`src/rtl/fetch_unit_pkg.sv`:
```
// rtl/fetch_unit_pkg.sv - shared FSM encoding, widths and reset address for the fetch unit
package fetch_unit_pkg;

  localparam int INST_W = 32;
  localparam logic [INST_W-1:0] RESET_PC_DEFAULT = 32'h0000_3000;

  typedef enum logic [1:0] {
    ST_IDLE = 2'd0,
    ST_WAIT = 2'd1,
    ST_DROP = 2'd2
  } fetch_state_e;

  function automatic logic [INST_W-1:0] next_fetch_pc(input logic [INST_W-1:0] pc);
    return pc + 32'd4;
  endfunction

endpackage

```
`src/rtl/fetch_unit_if.sv`:
```
// rtl/fetch_unit_if.sv - instruction-memory request and consumer handshake bundle
interface fetch_unit_if;
  import fetch_unit_pkg::*;

  logic              imem_req;
  logic [INST_W-1:0] imem_addr;
  logic              imem_ack;
  logic [INST_W-1:0] imem_rdata;
  logic              inst_valid;
  logic              inst_ready;
  logic [INST_W-1:0] inst;
  logic [INST_W-1:0] inst_pc;

  modport master (
    output imem_req, imem_addr, inst_valid, inst, inst_pc,
    input  imem_ack, imem_rdata, inst_ready
  );

  modport slave (
    input  imem_req, imem_addr, inst_valid, inst, inst_pc,
    output imem_ack, imem_rdata, inst_ready
  );

endinterface

```
`src/rtl/fetch_fifo.sv`:
```
// rtl/fetch_fifo.sv - circular instruction buffer holding word and fetch address per entry
module fetch_fifo
  import fetch_unit_pkg::*;
#(
  parameter int DEPTH = 4,
  localparam int AW = $clog2(DEPTH),
  localparam int CW = AW + 1
) (
  input  logic              clk,
  input  logic              reset,
  input  logic              flush,
  input  logic              push,
  input  logic [INST_W-1:0] push_data,
  input  logic [INST_W-1:0] push_pc,
  input  logic              pop,
  output logic [INST_W-1:0] head_data,
  output logic [INST_W-1:0] head_pc,
  output logic [CW-1:0]     count
);

  logic [INST_W-1:0] data_mem [DEPTH];
  logic [INST_W-1:0] pc_mem   [DEPTH];
  logic [AW-1:0]     wr_ptr;
  logic [AW-1:0]     rd_ptr;
  logic              do_push;
  logic              do_pop;

  // flush wins over both push and pop in the same cycle
  assign do_push = push && !flush;
  assign do_pop  = pop && !flush && (count != '0);

  always_ff @(posedge clk or negedge reset) begin
    if (!reset) begin
      wr_ptr <= '0;
      rd_ptr <= '0;
      count  <= '0;
    end else if (flush) begin
      wr_ptr <= '0;
      rd_ptr <= '0;
      count  <= '0;
    end else begin
      if (do_push) wr_ptr <= wr_ptr + 1'b1;
      if (do_pop)  rd_ptr <= rd_ptr + 1'b1;
      case ({do_push, do_pop})
        2'b10:   count <= count + 1'b1;
        2'b01:   count <= count - 1'b1;
        default: count <= count;
      endcase
    end
  end

  always_ff @(posedge clk) begin
    if (do_push) begin
      data_mem[wr_ptr] <= push_data;
      pc_mem[wr_ptr]   <= push_pc;
    end
  end

  assign head_data = data_mem[rd_ptr];
  assign head_pc   = pc_mem[rd_ptr];

endmodule

```
`src/rtl/fetch_unit.sv`:
```
// rtl/fetch_unit.sv - single-outstanding instruction fetch FSM feeding fetch_fifo
// FETCH_ALIGN_CHECK_EN adds the fetch_misalign output and misaligned-redirect halt.
module fetch_unit
  import fetch_unit_pkg::*;
#(
  parameter int                DEPTH    = 4,
  parameter logic [INST_W-1:0] RESET_PC = RESET_PC_DEFAULT
) (
  input  logic              clk,
  input  logic              reset,
  input  logic              redirect,
  input  logic [INST_W-1:0] redirect_pc,
`ifdef FETCH_ALIGN_CHECK_EN
  output logic              fetch_misalign,
`endif
  fetch_unit_if.master      bus
);

  localparam int CW = $clog2(DEPTH) + 1;
  localparam logic [CW-1:0] DEPTH_C = CW'(DEPTH);

  fetch_state_e      state, state_next;
  logic [INST_W-1:0] fetch_pc, fetch_pc_next;
  logic [INST_W-1:0] req_addr, req_addr_next;
  logic [INST_W-1:0] redirect_target;
  logic              misalign_next;
  logic              push;
  logic              pop;
  logic [CW-1:0]     count;
  logic [INST_W-1:0] head_data;
  logic [INST_W-1:0] head_pc;

`ifdef FETCH_ALIGN_CHECK_EN
  logic misalign;

  assign redirect_target = redirect_pc;
  assign misalign_next   = redirect ? (redirect_pc[1:0] != 2'b00) : misalign;
  assign fetch_misalign  = misalign;

  always_ff @(posedge clk or negedge reset) begin
    if (!reset) misalign <= 1'b0;
    else        misalign <= misalign_next;
  end
`else
  assign redirect_target = redirect_pc & ~32'h0000_0003;
  assign misalign_next   = 1'b0;
`endif

  // req_addr freezes the issued address so a redirect cannot disturb an outstanding request
  always_comb begin
    state_next    = state;
    fetch_pc_next = fetch_pc;
    req_addr_next = req_addr;
    push          = 1'b0;
    case (state)
      ST_IDLE: begin
        if (redirect) fetch_pc_next = redirect_target;
        if ((redirect || (count < DEPTH_C)) && !misalign_next) begin
          state_next    = ST_WAIT;
          req_addr_next = fetch_pc_next;
        end
      end
      ST_WAIT: begin
        if (redirect) begin
          fetch_pc_next = redirect_target;
          state_next    = bus.imem_ack ? ST_IDLE : ST_DROP;
        end else if (bus.imem_ack) begin
          push          = 1'b1;
          fetch_pc_next = next_fetch_pc(req_addr);
          state_next    = ST_IDLE;
        end
      end
      ST_DROP: begin
        if (redirect)     fetch_pc_next = redirect_target;
        if (bus.imem_ack) state_next    = ST_IDLE;
      end
      default: state_next = ST_IDLE;
    endcase
  end

  always_ff @(posedge clk or negedge reset) begin
    if (!reset) begin
      state    <= ST_IDLE;
      fetch_pc <= RESET_PC;
      req_addr <= RESET_PC;
    end else begin
      state    <= state_next;
      fetch_pc <= fetch_pc_next;
      req_addr <= req_addr_next;
    end
  end

  assign pop = bus.inst_valid && bus.inst_ready;

  fetch_fifo #(
    .DEPTH(DEPTH)
  ) u_fifo (
    .clk       (clk),
    .reset     (reset),
    .flush     (redirect),
    .push      (push),
    .push_data (bus.imem_rdata),
    .push_pc   (req_addr),
    .pop       (pop),
    .head_data (head_data),
    .head_pc   (head_pc),
    .count     (count)
  );

  assign bus.imem_req   = (state != ST_IDLE);
  assign bus.imem_addr  = (state == ST_IDLE) ? fetch_pc : req_addr;
  assign bus.inst_valid = (count != '0);
  assign bus.inst       = head_data;
  assign bus.inst_pc    = head_pc;

endmodule

```
`src/flat_wrapper.sv`:
```
// flat-port wrapper written by rule: the top's interface ports become plain ports
module fetch_unit_flat import fetch_unit_pkg::*;
#(
  parameter int                DEPTH    = 4,
  parameter logic [INST_W-1:0] RESET_PC = RESET_PC_DEFAULT
)
  (clk, reset, redirect, redirect_pc, bus_imem_req, bus_imem_addr, bus_inst_valid, bus_inst, bus_inst_pc, bus_imem_ack, bus_imem_rdata, bus_inst_ready);
  fetch_unit_if bus_i ();
  input  logic clk;
  input  logic reset;
  input  logic redirect;
  input  logic [INST_W-1:0] redirect_pc;
  output wire logic [$bits(bus_i.imem_req)-1:0] bus_imem_req;
  output wire logic [$bits(bus_i.imem_addr)-1:0] bus_imem_addr;
  output wire logic [$bits(bus_i.inst_valid)-1:0] bus_inst_valid;
  output wire logic [$bits(bus_i.inst)-1:0] bus_inst;
  output wire logic [$bits(bus_i.inst_pc)-1:0] bus_inst_pc;
  input wire logic [$bits(bus_i.imem_ack)-1:0] bus_imem_ack;
  input wire logic [$bits(bus_i.imem_rdata)-1:0] bus_imem_rdata;
  input wire logic [$bits(bus_i.inst_ready)-1:0] bus_inst_ready;
  assign bus_imem_req = bus_i.imem_req;
  assign bus_imem_addr = bus_i.imem_addr;
  assign bus_inst_valid = bus_i.inst_valid;
  assign bus_inst = bus_i.inst;
  assign bus_inst_pc = bus_i.inst_pc;
  assign bus_i.imem_ack = bus_imem_ack;
  assign bus_i.imem_rdata = bus_imem_rdata;
  assign bus_i.inst_ready = bus_inst_ready;
  fetch_unit #(.DEPTH(DEPTH), .RESET_PC(RESET_PC)) u_core (.clk(clk), .reset(reset), .redirect(redirect), .redirect_pc(redirect_pc), .bus(bus_i));
endmodule
```
`config.mk`:
```
export PLATFORM = sky130hd
export DESIGN_NAME = fetch_unit_flat
export DESIGN_NICKNAME = d
export VERILOG_FILES = /design/src/rtl/fetch_unit_pkg.sv /design/src/rtl/fetch_unit_if.sv /design/src/rtl/fetch_fifo.sv /design/src/rtl/fetch_unit.sv /design/src/flat_wrapper.sv
export SDC_FILE = /design/constraint.sdc
export NUM_CORES = 1
export LEC_CHECK = 0
export ABC_AREA = 1
export CAP_MARGIN = 20
export CORE_MARGIN = 2
export CORE_UTILIZATION = 55
export DETAILED_ROUTE_END_ITERATION = 8
export PLACE_DENSITY_LB_ADDON = 0.2
export SLEW_MARGIN = 25
export SYNTH_ARGS = -nofsm -noshare
export SYNTH_HDL_FRONTEND = slang
export SYNTH_SLANG_ARGS = --single-unit
```
`constraint.sdc`:
```
create_clock -name clk -period 4.35 [get_ports clk]
set_input_delay 0.87 -clock clk [delete_from_list [all_inputs] [get_ports clk]]
set_output_delay 0.87 -clock clk [all_outputs]
set_load 0.05 [all_outputs]
```
* Word-level counts from Yosys, hierarchy flattened
Memory sizes are Yosys's and may differ from the RTL's.
Cells that the tools add are included.
** Storage, ports and cells
- Flip-flop bits (word level) :: 73
- Bits in writable memories :: 256
- Bits of input ports :: 69
- Output and inout port bits :: 98
- Logic and storage cells :: 57
- Memories kept :: 2
** Cells by class
- $add $sub $neg :: 5
- $lt $le $gt $ge :: 1
- Eq/ne operators :: 6
- Multiplexer cells :: 21
- Reductions and logical operators :: 16
** Memory list
- u_core.u_fifo.data_mem :: depth 4, bits a word 32, rd ports 1, clocked after Yosys merged registers in 0, write ports 1, line fetch_fifo.sv:21 : logic [INST_W-1:0] data_mem [DEPTH];
- u_core.u_fifo.pc_mem :: depth 4, bits a word 32, rd ports 1, clocked after Yosys merged registers in 0, write ports 1, line fetch_fifo.sv:22 : logic [INST_W-1:0] pc_mem [DEPTH];
** Operators by type and width (number)
- 32-bit 2-to-1 mux :: 4
- 32-bit one-hot mux with 2 select lines :: 1
- 32-bit by 3-bit adder with 32-bit output, second input constant :: 1
- 2-bit 2-to-1 mux :: 8
- 2-bit nonzero test :: 4
- 2-bit one-hot mux with 3 select lines :: 1
- 3-bit one-hot mux with 2 select lines :: 1
- 3-bit nonzero test :: 2
- 1-bit 2-to-1 mux :: 5
- 2-bit by 1-bit adder with 2-bit output, second input constant :: 2
- 2-bit by 1-bit equality test with 1-bit output, second input constant :: 2
- 2-bit equality test, second input constant :: 2
- 1-bit logical AND :: 4
- 2-bit AND reduction :: 2
- 3-bit by 1-bit adder with 3-bit output, second input constant :: 1
- 3-bit less-than comparator, second input constant :: 1
- 3-bit 2-to-1 mux :: 1
- 3-bit != test, second input constant :: 1
- 3-bit by 1-bit subtractor with 3-bit output, second input constant :: 1
- 2-bit logical NOT :: 1
- 2-bit by 1-bit != test with 1-bit output, second input constant :: 1
- 2-bit OR reduction :: 1
- 1-bit logical NOT :: 1
- 1-bit logical OR :: 1

* Longest topological paths before layout
- Depth after elaboration :: 7
- Gate-level depth with buffers :: 10
- Depth with buffers taken out :: 10

* Cells and area by module
Synthesis repeated with hierarchy kept, for this count alone.
** Second synthesis, totals
- Cell total of the unflattened synthesis :: 1345
- Area, all modules :: 14425.1 µm²
** By module, submodules not included
- fetch_fifo :: instances 1, cells an instance 684, area each 9938.3 µm²
- fetch_unit :: instances 1, cells an instance 661, area each 4486.8 µm²

* Worst setup path before layout
OpenSTA, ideal clock, no wires.
- Path kind :: in2reg
- From :: input redirect
- To :: memory u_core.u_fifo.data_mem[0][0] (enable)
- Arrival :: 3.959 ns
- Setup slack :: -0.096 ns
- Stages :: 4
- Path buffers :: 1
- Path through :: buf_2 nor2_2 nand2_1 nor2_1
** On the way
- Longest elaborated chain between the ends :: 5
** RTL lines
- from (decl) :: line flat_wrapper.sv:11 : input logic redirect;
- 1-bit 2-to-1 mux :: line fetch_unit.sv:64 : if (redirect) begin
- 1-bit 2-to-1 mux :: line fetch_unit.sv:55 : case (state)
- 1-bit logical AND (*) :: line fetch_fifo.sv:29 : assign do_push = push && !flush;
- 1-bit 2-to-1 mux (*) :: line fetch_fifo.sv:53 : if (do_push) begin
- 1-bit 2-to-1 mux (implied by the code) (*) :: line fetch_fifo.sv:54 : data_mem[wr_ptr] <= push_data;
- to (decl) :: line fetch_fifo.sv:21
Mark *: on every way between the ends. The rest lies on a longest branch, timed or not.

* Worst setup path after layout
- From :: register u_core.u_fifo.rd_ptr[1]
- To :: output bus_inst_pc[12]
** On the way
- Longest elaborated chain between the ends :: 1
** RTL lines
- from (decl) :: line fetch_fifo.sv:24 : logic [AW-1:0] rd_ptr;
- from (signal assigned) :: line fetch_fifo.sv:43 : if (do_pop) rd_ptr <= rd_ptr + 1'b1;
- memory 4 x 32 bit
- to (decl) :: line flat_wrapper.sv:17 : output wire logic [$bits(bus_i.inst_pc)-1:0] bus_inst_pc;
Every way passes these cells.

==> reports/metrics.yaml <==
fin_cells: 1849
antenna_found_initial: 0
top_usage_layer: "met2"
p_comb_frac: 0.408
rsz0062_at_grt: "no"
fin_setup_tns_ns: 0
p_leak_nw: 6.33
synth-adder-area-share: 0.00583
synthCells: 1348
status: "complete, no violations"
cap_violations: 0
met2_usage: 0.418
dp_hpwl_um: 20200
synth.area.mux_share: 0
diodes: 0
placedCellCount: 1788
syn2layout_area_growth_pct: 21.9
fin_skew_ns: 0.0155
timing.final.crit_share: 0.891
r2r_cells: 11
slew_headroom: 0.489
required_ns: 3.48
num_rows: 58
ys_ff_latch: 329
cp_max_fo: 31
viasPerCell: 5.65
io_buffers: 164
r2r_end: "u_core.u_fifo.count[2]"
synth-xor-area-share: 0.00865
core-area_sq_um: 25300
synth_area_per_cell_sq_um: 10.5
arrival_ns: 3.01
num-fill-cells: 1896
cts_hold_buf: 0
use_met1: 0.329
switching_share: 0.421
ctsLongestPathBuffers: 3
power_w: 0.0125
die_x_um: 165
p_clk_frac: 0.230
cts_inserted_buffers: 34
worst_pin_slew_ns: 0.766
synthDistinctLibCells: 33
root_buffer: "clkbuf_16"
initial_core_util: 0.561
synth_nets: 1423
cp-start-kind: "register"
vias: 10500
globalplace.congestion: 0.959
post_cts_buffers: 0
postRouteAntennaNets: 0
setup_viol: 0
grt_max_degree: 81
clkLatencyLatePin_ns: 0.51
switchingPower_w: 0.00525
drive_gt1_frac: 0.0671
ctsResizeCount: 0
r2r_slack_ns: 1.43
synth.cell_area_sq_um: 14200
p_int_w: 0.00722
grt_use_total: 0.245
drt_iter0_drc: 989
die_h_um: 165
grt_util_met3: 0.0407
final_nets: 1569
worstSetupPathType: "register to output port"
post-route-util: 0.684
first_pass_iters: 5
cts_tree: "built"
synth-simple-area-share: 0.136
synth_compound_area_frac: 0.135
ys_warn_count: 0
worstReg2RegStart: "u_core.state[0]"
fmax_ghz: 0.258
io_pins: 167
clk_pin_slew_ns: 0.06
synth_seq_area_share: 0.672
hold_viol_final: 0
grt_overflow_total: 0
drc: 0
synth_top_family_by_area: "simple AND/OR/NAND/NOR gates"
irDropWorstVdd_v: 0.000828
post-route-min-period_ns: 3.88
die-area_sq_um: 27100
clock_sinks: 329
sequentialPowerShare: 0.363
wl_per_cell_um: 17.9
powerDensity_nw_per_um2: 722
htreeDepth: 2
end_kind: "output port"
whs_ns: 0.488
hold_path_class: "input port to async pin"
wirelength_um: 33200
grt_pass1_wl_um: 51400
first_global_vias: 10000
drv_slew: 0
==> sequential cells by signal (all words and copies together), names as in the netlist <==
register and cells:
u_core.req_addr 32, u_core.state 2, u_core.u_fifo.pc_mem 128, u_core.fetch_pc 32, u_core.u_fifo.rd_ptr 2, u_core.u_fifo.data_mem 128
u_core.u_fifo.count 3, u_core.u_fifo.wr_ptr 2
==> per-stage QoR <==
| step | area [sq um] | worst slack (ns) |
|---|---|---|
| 6_report | 17300 | 0.474 |
| 5_1_grt | 17300 | 0.277 |
| 4_1_cts | 17300 | 0.410 |
| 3_5_place_dp | 16200 | 0.928 |
| 3_3_place_gp | 16200 | 0.938 |
| 2_1_floorplan | 14200 | -0.0957 |
==> cell families after synthesis <==
| group | after synthesis |
|---|---|
| AND/OR/NAND/NOR | 497 |
| AO/OA/AOI/OAI | 349 |
| flip-flops | 329 |
| buffers and inverters | 153 |
| XOR/XNOR | 14 |
| adder cells (fa/ha/maj) | 6 |
==> metal layers <==
metal / part of all wire / up-vias / routed length, um
li1: - / 4987 / -
met1: 0.42 / 5023 / 14000
met2: 0.49 / 390 / 16200
met3: 0.072 / 55 / 2380
met4: 0.019 / 0 / 634
met5: 0 / - / 0
==> final cells by class <==
cell class	count	area [sq um]	share of cell area
flip-flops and latches	329	9520	0.551
inverters	77	290	0.0168
clock inverters	20	213	0.0123
clock buffers	41	887	0.0513
repair buffers	186	1860	0.108
multi-input cells	866	4090	0.237
well taps	330	413	0.0239
==> worst max path at each step <==
stage,from,to,slack (ns),cells after the start
finish,u_core.u_fifo.rd_ptr[1],bus_inst_pc[12],0.47,5
global route,u_core.u_fifo.rd_ptr[0],bus_inst_pc[9],0.28,5
CTS,u_core.u_fifo.rd_ptr[1],bus_inst_pc[18],0.41,5
detailed placement,u_core.u_fifo.rd_ptr[1],bus_inst_pc[12],0.93,5
global placement,u_core.u_fifo.rd_ptr[1],bus_inst_pc[12],0.94,5
floorplan,redirect,u_core.u_fifo.data_mem[0][0],-0.1,4
==> cell usage after synthesis <==
| cell type | number | share of area |
|---|---|---|
| nand2_1 | 231 | 0.061 |
| o31ai_1 | 19 | 0.010 |
| nand2_2 | 3 | 0.0013 |
| xor2_1 | 13 | 0.0080 |
| fa_1 | 1 | 0.0014 |
| o21ai_0 | 213 | 0.075 |
| nand4_1 | 1 | 0.00044 |
| o221ai_1 | 1 | 0.00062 |
| o22ai_1 | 67 | 0.030 |
| nor2_2 | 7 | 0.0031 |
| clkbuf_1 | 53 | 0.014 |
| a41oi_1 | 1 | 0.00062 |
| buf_2 | 20 | 0.0071 |
| a22oi_1 | 2 | 0.0011 |
| edfxtp_1 | 256 | 0.54 |
| xnor2_1 | 1 | 0.00062 |
| ha_1 | 5 | 0.0044 |
| o2111ai_1 | 1 | 0.00062 |
| o21ai_1 | 1 | 0.00035 |
| a31oi_1 | 9 | 0.0040 |
| nor2_1 | 233 | 0.062 |
| inv_1 | 74 | 0.020 |
| inv_2 | 3 | 0.00079 |
| nor3_1 | 1 | 0.00035 |
| buf_1 | 1 | 0.00026 |
| dfstp_2 | 4 | 0.0074 |
| nand3_1 | 20 | 0.0071 |
| nor2_4 | 1 | 0.00079 |
| a221oi_1 | 1 | 0.00062 |
| buf_4 | 2 | 0.0011 |
| dfrtp_1 | 69 | 0.12 |
| a21oi_1 | 32 | 0.011 |
| a21oi_2 | 2 | 0.0012 |
==> critical path, stage by stage (launching register included) <==
cell,delay (ns)
dfrtp_2,0.63
inv_2,0.27
buf_4,0.32
o21ai_0,0.15
o22ai_1,0.26
clkdlybuf4s50_1,0.86
==> power groups by stage <==
stage / sequential (W) / clock, W / combinational, W
5_1_grt: 0.00459 / 0.00304 / 0.00545
2_1_floorplan: 0.00438 / 0 / 0.00348
4_1_cts: 0.00451 / 0.00291 / 0.00509
6_report: 0.00452 / 0.00286 / 0.00508
3_3_place_gp: 0.00454 / 0 / 0.00500
3_5_place_dp: 0.00457 / 0 / 0.00506
==> layout by cell type (no fill, tap or decap), types with 19 or more instances in the layout <==
cell type and n:
clkbuf_16 34, o22ai_1 67, nand2_1 231, dfrtp_1 67, o21ai_0 213, inv_1 72, edfxtp_1 256, a21oi_1 32
nand3_1 20, o31ai_1 19, nor2_1 229, clkdlybuf4s50_1 162
(Power assumes the default switching activity.)
